===== src/rtl/pipelined_alu_if.sv =====
// pipelined_alu_if -- operation/result handshake bundle for pipelined_alu.
// The master drives operations and accepts results; the slave is the ALU.
interface pipelined_alu_if #(
   parameter int WIDTH = 8
) ();
   logic             in_valid;
   logic             in_ready;
   logic [2:0]       op;
   logic [WIDTH-1:0] operand_a;
   logic [WIDTH-1:0] operand_b;
   logic             out_valid;
   logic             out_ready;
   logic [WIDTH-1:0] result;
   logic             flag_carry;
   logic             flag_zero;
   logic             flag_neg;
   logic             flag_ovf;

   modport master (
      output in_valid, op, operand_a, operand_b, out_ready,
      input  in_ready, out_valid, result, flag_carry, flag_zero, flag_neg, flag_ovf
   );

   modport slave (
      input  in_valid, op, operand_a, operand_b, out_ready,
      output in_ready, out_valid, result, flag_carry, flag_zero, flag_neg, flag_ovf
   );
endinterface


===== src/rtl/pipelined_alu.sv =====
// pipelined_alu -- two-stage pipelined ALU with valid/ready on both sides.
// Stage 1 registers the incoming operation; stage 2 evaluates it against the
// accumulator / previous-operand state and registers result plus flags.
// Optional build macro PIPELINED_ALU_SATURATE_EN: arithmetic results clamp
// (all-ones on carry, zero on borrow) instead of wrapping, ovf reads 0.
module pipelined_alu #(
   parameter int WIDTH = 8
) (
   input  logic                 clock,
   input  logic                 resetn,
   pipelined_alu_if.slave       bus
);

   localparam int MSB = WIDTH - 1;

   localparam logic [2:0] OP_ADD   = 3'b000;
   localparam logic [2:0] OP_SUB   = 3'b001;
   localparam logic [2:0] OP_AND   = 3'b010;
   localparam logic [2:0] OP_OR    = 3'b011;
   localparam logic [2:0] OP_XOR   = 3'b100;
   localparam logic [2:0] OP_ACC   = 3'b101;
   localparam logic [2:0] OP_DELTA = 3'b110;
   localparam logic [2:0] OP_CLR   = 3'b111;

   // stage-1 registers
   logic             s1_valid;
   logic [2:0]       s1_op;
   logic [WIDTH-1:0] s1_a;
   logic [WIDTH-1:0] s1_b;

   // stage-2 / output registers and architectural state
   logic             out_valid;
   logic [WIDTH-1:0] result;
   logic             flag_carry, flag_zero, flag_neg, flag_ovf;
   logic [WIDTH-1:0] acc;
   logic [WIDTH-1:0] prev;

   // pipeline enables: a stage advances when its downstream slot frees up
   logic en1, en2, fire2;

   assign en2   = !out_valid || bus.out_ready;
   assign en1   = !s1_valid || en2;
   assign fire2 = s1_valid && en2;

   // operand selection and arithmetic mode for the stage-2 adder
   logic [WIDTH-1:0] x, y, logic_res;
   logic             is_sub, is_arith;

   // Pick adder operands and mode from the stage-1 opcode.
   always_comb begin
      // NOTE: every output of a combinational block gets a default first so no path leaves it unassigned (which would infer a latch).
      x         = s1_a;
      y         = s1_b;
      is_sub    = 1'b0;
      is_arith  = 1'b0;
      logic_res = '0;
      case (s1_op)
         OP_ADD:   is_arith = 1'b1;
         OP_SUB:   begin is_arith = 1'b1; is_sub = 1'b1; end
         OP_AND:   logic_res = s1_a & s1_b;
         OP_OR:    logic_res = s1_a | s1_b;
         OP_XOR:   logic_res = s1_a ^ s1_b;
         OP_ACC:   begin x = acc;  y = s1_a; is_arith = 1'b1; end
         // legacy compare-select: add when prev is strictly below a, else subtract
         OP_DELTA: begin x = prev; y = s1_a; is_arith = 1'b1; is_sub = !(prev < s1_a); end
         default:  logic_res = '0;
      endcase
   end

   // WIDTH+1-bit adder; the top bit is carry on add and borrow on subtract
   logic [WIDTH:0]   ext;
   logic [WIDTH-1:0] raw;
   logic             carry_raw, ovf_raw;

   assign ext       = is_sub ? ({1'b0, x} - {1'b0, y}) : ({1'b0, x} + {1'b0, y});
   assign raw       = ext[MSB:0];
   assign carry_raw = ext[WIDTH];
   assign ovf_raw   = is_sub ? ((x[MSB] != y[MSB]) && (raw[MSB] != x[MSB]))
                             : ((x[MSB] == y[MSB]) && (raw[MSB] != x[MSB]));

   logic [WIDTH-1:0] nxt_result, nxt_acc, nxt_prev;
   logic             nxt_carry, nxt_ovf;

   // Final result/flags (with optional clamping) and next state values.
   always_comb begin
      nxt_carry = is_arith && carry_raw;
`ifdef PIPELINED_ALU_SATURATE_EN
      nxt_ovf = 1'b0;
      if (!is_arith)
         nxt_result = logic_res;
      else if (carry_raw)
         nxt_result = is_sub ? '0 : '1;
      else
         nxt_result = raw;
`else
      nxt_ovf    = is_arith && ovf_raw;
      nxt_result = is_arith ? raw : logic_res;
`endif
      nxt_acc  = acc;
      nxt_prev = prev;
      if (s1_op == OP_ACC)   nxt_acc  = nxt_result;
      if (s1_op == OP_DELTA) nxt_prev = s1_a;
      if (s1_op == OP_CLR) begin
         nxt_acc  = '0;
         nxt_prev = '0;
      end
   end

   // Stage 1: capture the offered operation whenever the slot can advance.
   always_ff @(posedge clock or negedge resetn) begin
      if (!resetn) begin
         s1_valid <= 1'b0;
         s1_op    <= '0;
         s1_a     <= '0;
         s1_b     <= '0;
      end else if (en1) begin
         // NOTE: sequential state uses non-blocking assignments so every register samples pre-edge values.
         s1_valid <= bus.in_valid;
         s1_op    <= bus.op;
         s1_a     <= bus.operand_a;
         s1_b     <= bus.operand_b;
      end
   end

   // Stage 2: register result/flags and commit acc/prev for a valid operation.
   always_ff @(posedge clock or negedge resetn) begin
      if (!resetn) begin
         // NOTE: datapath registers are reset too, since result and flags must read zero during reset.
         out_valid  <= 1'b0;
         result     <= '0;
         flag_carry <= 1'b0;
         flag_zero  <= 1'b0;
         flag_neg   <= 1'b0;
         flag_ovf   <= 1'b0;
         acc        <= '0;
         prev       <= '0;
      end else begin
         if (en2) out_valid <= s1_valid;
         if (fire2) begin
            result     <= nxt_result;
            flag_carry <= nxt_carry;
            flag_zero  <= (nxt_result == '0);
            flag_neg   <= nxt_result[MSB];
            flag_ovf   <= nxt_ovf;
            acc        <= nxt_acc;
            prev       <= nxt_prev;
         end
      end
   end

   assign bus.in_ready   = en1;
   assign bus.out_valid  = out_valid;
   assign bus.result     = result;
   assign bus.flag_carry = flag_carry;
   assign bus.flag_zero  = flag_zero;
   assign bus.flag_neg   = flag_neg;
   assign bus.flag_ovf   = flag_ovf;

endmodule


===== src/flat_wrapper.sv =====
// flat-port wrapper written by rule: the top's interface ports become plain ports
module pipelined_alu_flat 
#(
   parameter int WIDTH = 8
)
  (clock, resetn, bus_in_valid, bus_op, bus_operand_a, bus_operand_b, bus_out_ready, bus_in_ready, bus_out_valid, bus_result, bus_flag_carry, bus_flag_zero, bus_flag_neg, bus_flag_ovf);
  pipelined_alu_if #(.WIDTH(WIDTH)) bus_i ();
  input  logic clock;
  input  logic resetn;
  input wire logic [$bits(bus_i.in_valid)-1:0] bus_in_valid;
  input wire logic [$bits(bus_i.op)-1:0] bus_op;
  input wire logic [$bits(bus_i.operand_a)-1:0] bus_operand_a;
  input wire logic [$bits(bus_i.operand_b)-1:0] bus_operand_b;
  input wire logic [$bits(bus_i.out_ready)-1:0] bus_out_ready;
  output wire logic [$bits(bus_i.in_ready)-1:0] bus_in_ready;
  output wire logic [$bits(bus_i.out_valid)-1:0] bus_out_valid;
  output wire logic [$bits(bus_i.result)-1:0] bus_result;
  output wire logic [$bits(bus_i.flag_carry)-1:0] bus_flag_carry;
  output wire logic [$bits(bus_i.flag_zero)-1:0] bus_flag_zero;
  output wire logic [$bits(bus_i.flag_neg)-1:0] bus_flag_neg;
  output wire logic [$bits(bus_i.flag_ovf)-1:0] bus_flag_ovf;
  assign bus_i.in_valid = bus_in_valid;
  assign bus_i.op = bus_op;
  assign bus_i.operand_a = bus_operand_a;
  assign bus_i.operand_b = bus_operand_b;
  assign bus_i.out_ready = bus_out_ready;
  assign bus_in_ready = bus_i.in_ready;
  assign bus_out_valid = bus_i.out_valid;
  assign bus_result = bus_i.result;
  assign bus_flag_carry = bus_i.flag_carry;
  assign bus_flag_zero = bus_i.flag_zero;
  assign bus_flag_neg = bus_i.flag_neg;
  assign bus_flag_ovf = bus_i.flag_ovf;
  pipelined_alu #(.WIDTH(WIDTH)) u_core (.clock(clock), .resetn(resetn), .bus(bus_i));
endmodule

===== config.mk =====
export PLATFORM = sky130hd
export DESIGN_NAME = pipelined_alu_flat
export DESIGN_NICKNAME = d
export VERILOG_FILES = /design/src/rtl/pipelined_alu_if.sv /design/src/rtl/pipelined_alu.sv /design/src/flat_wrapper.sv
export SDC_FILE = /design/constraint.sdc
export NUM_CORES = 1
export LEC_CHECK = 0
export ABC_AREA = 1
export BUFFER_PORTS_ARGS = -buffer_cell sky130_fd_sc_hd__buf_4
export CORE_MARGIN = 2
export CORE_UTILIZATION = 54
export CTS_CLUSTER_SIZE = 25
export DETAILED_ROUTE_END_ITERATION = 6
export GPL_ROUTABILITY_DRIVEN = 0
export PLACE_DENSITY = 0.77
export SETUP_SLACK_MARGIN = 0.02
export SLEW_MARGIN = 20
export SYNTH_ARGS = -nofsm -noshare
export SYNTH_HDL_FRONTEND = slang
export SYNTH_SLANG_ARGS = --single-unit
export TNS_END_PERCENT = 50

===== constraint.sdc =====
create_clock -name clock -period 2.6 [get_ports clock]
set_input_delay 0.52 -clock clock [delete_from_list [all_inputs] [get_ports clock]]
set_output_delay 0.52 -clock clock [all_outputs]
set_load 0.005 [all_outputs]

==> impl_summary.md <==
Clock network
The number of hold buffers added after CTS was 0. The clock slew seen by the registers of the worst setup and hold paths is ~0.090 ns. The clock sink count is 48. CTS built an H-tree with a depth of 2.

The deepest clock path buffer count is 2. The clock reaches the later pin of the worst-skew pair after between 0.3 and 0.4 ns. Clock tree synthesis inserted a total of 5 buffers. The cell sitting at the root of the clock tree is a clkbuf_8. TritonCTS built the clock tree.

Floorplanning
The top-level port count is 37. The die is between 80 and 90 um wide. Row generation in the floorplan step produced 28 rows. The starting density of the core is a little under three fifths. The chip height is between 80 and 90 um. The die area is between 6000 and 7000 um2. The core outline area is 6030 um2.

GRT
For met2 alone, demand over resource in global routing was 49.8%. The number of global-route vias before repair is ~3,600. The met3 usage in global routing is between 4 and 5%.

The number of antenna violations at the first check in global routing is 0. The overall fraction of global-route tracks in use is ~29%. The most used routing layer in global routing is met2. For this run, global-route usage on met1 was measured as 35.6%. Global routing finished with a remaining overflow of 0. The wire length of the first global-routing pass is ~16,000 um. The pin count of the biggest net entering global routing is 49.

Yosys
After Yosys synthesis, and, or, nand and nor cells account for approximately a quarter of the synthesized area. The area fraction in compound gates after synthesis is roughly 14%. The area of the mapped netlist is roughly 3400 um2. The synthesized design contains 0 enable-type register cells. The number of instances in the synthesized netlist is roughly 470.

The dominant combinational cell family by area after synthesis is simple AND/OR/NAND/NOR gates. The fraction of post-synthesis cell area in the top cell type by area is between 30% and 40%. The largest total area in the synthesized netlist belongs to dfrtp_1. Among all flip-flop cells after synthesis, the most frequent one is dfrtp_1. The yosys synthesis warning count is 0. In the synthesized netlist the async set-or-reset flop fraction comes to between 90% and 100%. By count the netlist is led by nand2_1, inv_1, dfrtp_1. The synthesized design contains 48 register bits. The share of the yosys chip area belonging to registers is a little over a third. Multiplexer cells account for 0% of the synthesized area. The most common cell in the synthesized netlist is nand2_1. The synthesized netlist net count is 526.

The adder-cell area share of the yosys netlist is between 10% and 20%. Ranked by total cell area, the synthesized netlist is headed by dfrtp_1, nand2_1, ha_1, inv_1, o21ai_0. After Yosys synthesis, XOR and XNOR cells account for around 1.8% of the synthesized area. Synthesis instantiated 33 different standard cells from the library. The average footprint of a synthesized cell is roughly 7.3 um2.

STA
The minimum clock period after layout is between 3 and 4 ns. Timing would allow up to approximately 330 MHz. The actual transition at the worst max-transition pin is around 0.87 ns. The final number of setup-violating endpoints is 16. The worst clock skew is between 0.007 and 0.008 ns.

Setup slack on the critical path of the routed design comes to -0.461 ns. The max-slew violation total from the final report was 0. Setup repair after global routing could not meet its margin everywhere. The tightest slew margin relative to the limit is between 40% and 50%. The post-route fraction of the period consumed by the critical path is 118%. The number of hold violations in the final report is 0.

Drt
The DRC violation count after routing is 0. The overall via count from detail_route is approximately 3,700. The detailed router finished its first iteration with between 200 and 300 violations. In the final routed layout, each cell accounts on average for 16.6 um.

The first detailed-routing pass took 5 iterations. The detail route stage leaves a number of antenna-violating nets equal to 0. The number of vias per cell is 5.72. Summed over all layers, the routed wires come to around 11,000 um.

Status
The flow ran to the end, but the final reports show violations. The checks that failed: setup timing.

Worst setup path
In this run the worst path has a maximum fanout of 6. The classification of the worst setup path is flip-flop to flip-flop. The startpoint kind of the worst setup timing path is a flip-flop.

STA puts the critical path data arrival time at 3.26 ns. The critical path capture point type is a flip-flop. The required time of the critical path is about 2.8 ns.

Placement
At the placement stage, the worst setup path has a slack of -0.294 ns. Detailed placement ended at an HPWL of 6930 um. The number of port buffers is 36. After detailed placement, the total cell area comes to roughly 4200 um2.

Final layout
The net total in the final layout is 630. The share of cells above drive strength 1 is between 30% and 40%. The area growth from synthesis to layout is 39.4%.

The number of diodes added for antenna fixing is 0. The number of filler instances in the final layout is ~390. After routing the design area is about 4800 um2.

Power and ir drop
The analysis attributes to cell leakage a power of 2.51 nW. Dividing total power by cell area gives a power density of about 840 nW/um2. Across the VDD grid, the largest voltage drop is approximately 0.53 mV.

Worst hold path
The worst min-delay path category is input pin to asynchronous set/reset pin.

Job
The tool flagged a number of max-cap violations equal to 0.
[worst max-delay path, cell delays in order, from the launching register on]
cell     delay (ns)
dfrtp_1        0.44
ha_4           0.26
nand2_1        0.08
inv_1          0.06
nand2_1        0.07
nand2_1        0.05
nand2_1        0.07
nand2_1        0.07
nand2_2        0.10
nand2_4        0.12
inv_4          0.11
nand2_1        0.08
xor2_1         0.15
ha_1           0.36
nand2_1        0.15
nand2_2        0.07
inv_1          0.07
nand2_1        0.08
a31oi_1        0.27
nand4_1        0.13
nand3_1        0.10
nand2_1        0.05
[cells in the final DEF (no fill, tap or decap), drive strengths merged, types with 3 or more instances in the layout]
| cell type | n |
|---|---|
| nor2 | 23 |
| xor2 | 6 |
| nand4 | 4 |
| dfrtp | 48 |
| a21oi | 15 |
| o221ai | 5 |
| inv | 80 |
| nand3b | 3 |
| nand2 | 128 |
| clkbuf | 8 |
| o21ai | 51 |
| or2 | 3 |
| buf | 109 |
| nand3 | 43 |
| a31oi | 3 |
| ha | 33 |
| o22ai | 5 |
[flip-flops by register name, summed over array words and instances, names as in the netlist]
signal,count
u_core.bus.flag_neg,1
u_core.s1_a,8
u_core.acc,8
u_core.bus.flag_ovf,1
u_core.bus.flag_zero,1
u_core.prev,8
u_core.s1_b,8
u_core.bus.out_valid,1
u_core.s1_op,3
u_core.s1_valid,1
u_core.bus.flag_carry,1
u_core.bus.result,7
[timing repair]
| action | CTS | global route |
|---|---|---|
| buffers inserted | 9 | 9 |
| hold endpoints to repair | 0 | 0 |
| resized for setup | 61 | 39 |
| cloned | 0 | 0 |
| setup endpoints to repair | 16 | 17 |
| pin swaps | 39 | 33 |
[cell families (layout without fill, tap and decap cells)]
group,Yosys count,after routing
AOI/OAI and AO/OA,81,81
xor gates and xnor gates,7,7
adders and majority gates,34,34
buffers and inverters,92,197
DFF,48,48
and+or+nand+nor,207,207
[layout make-up]
type,instances,area (um2),share of cell area (%)
timing repair buffer,109,845,17.7
tap,75,93.8,1.97
multi-input combinational,329,2230,46.8
clock buffer,8,90.1,1.89
sequential,48,1200,25.2
inverter,80,303,6.35
[per-stage QoR]
step | setup TNS [ns] | utilization [%] | std cells | power (W) | hold slack [ns]
floorplan | -0.501 | - | 469 | 0.00219 | 0.224
global placement | -1.36 | 69.5 | 624 | 0.00283 | 0.466
detailed placement | -2.81 | 69.5 | 624 | 0.00291 | 0.475
CTS | -0.865 | 76.0 | 640 | 0.00367 | 0.236
global route | -7.71 | 79.1 | 649 | 0.00429 | 0.261
finish | -4.31 | 79.1 | 649 | 0.00402 | 0.215
[worst paths after layout]
check	start	endpoint	slack, ns	depth (start not counted)
setup / recovery	u_core.prev[2]	u_core.bus.flag_carry	-0.46	21
hold / removal	resetn	u_core.bus.result[0]	0.21	1
setup reg to reg	u_core.prev[2]	u_core.bus.flag_carry	-0.46	21
hold reg to reg	u_core.bus.flag_ovf	u_core.bus.flag_ovf	0.49	2
max in group asynchronous	resetn	u_core.s1_op[1]	1.94	1
min in group clock	bus_in_valid	u_core.s1_valid	0.39	3
[per-layer routing]
layer / wire length [um] / vias to the layer above
met5: 0 / -
met4: 502 / 0
met3: 750 / 56
met2: 5230 / 210
met1: 4300 / 1736
li1: - / 1710
[where the power goes]
part | switching (W) | leakage [nW] | internal (W)
Combinational | 0.00135 | 1.88 | 0.00111
Sequential | 0.000132 | 0.589 | 0.000954
Clock | 0.000259 | 0.0455 | 0.000218
Total | 0.00174 | 2.51 | 0.00228
No activity file was read; power rests on OpenSTA's default activity.
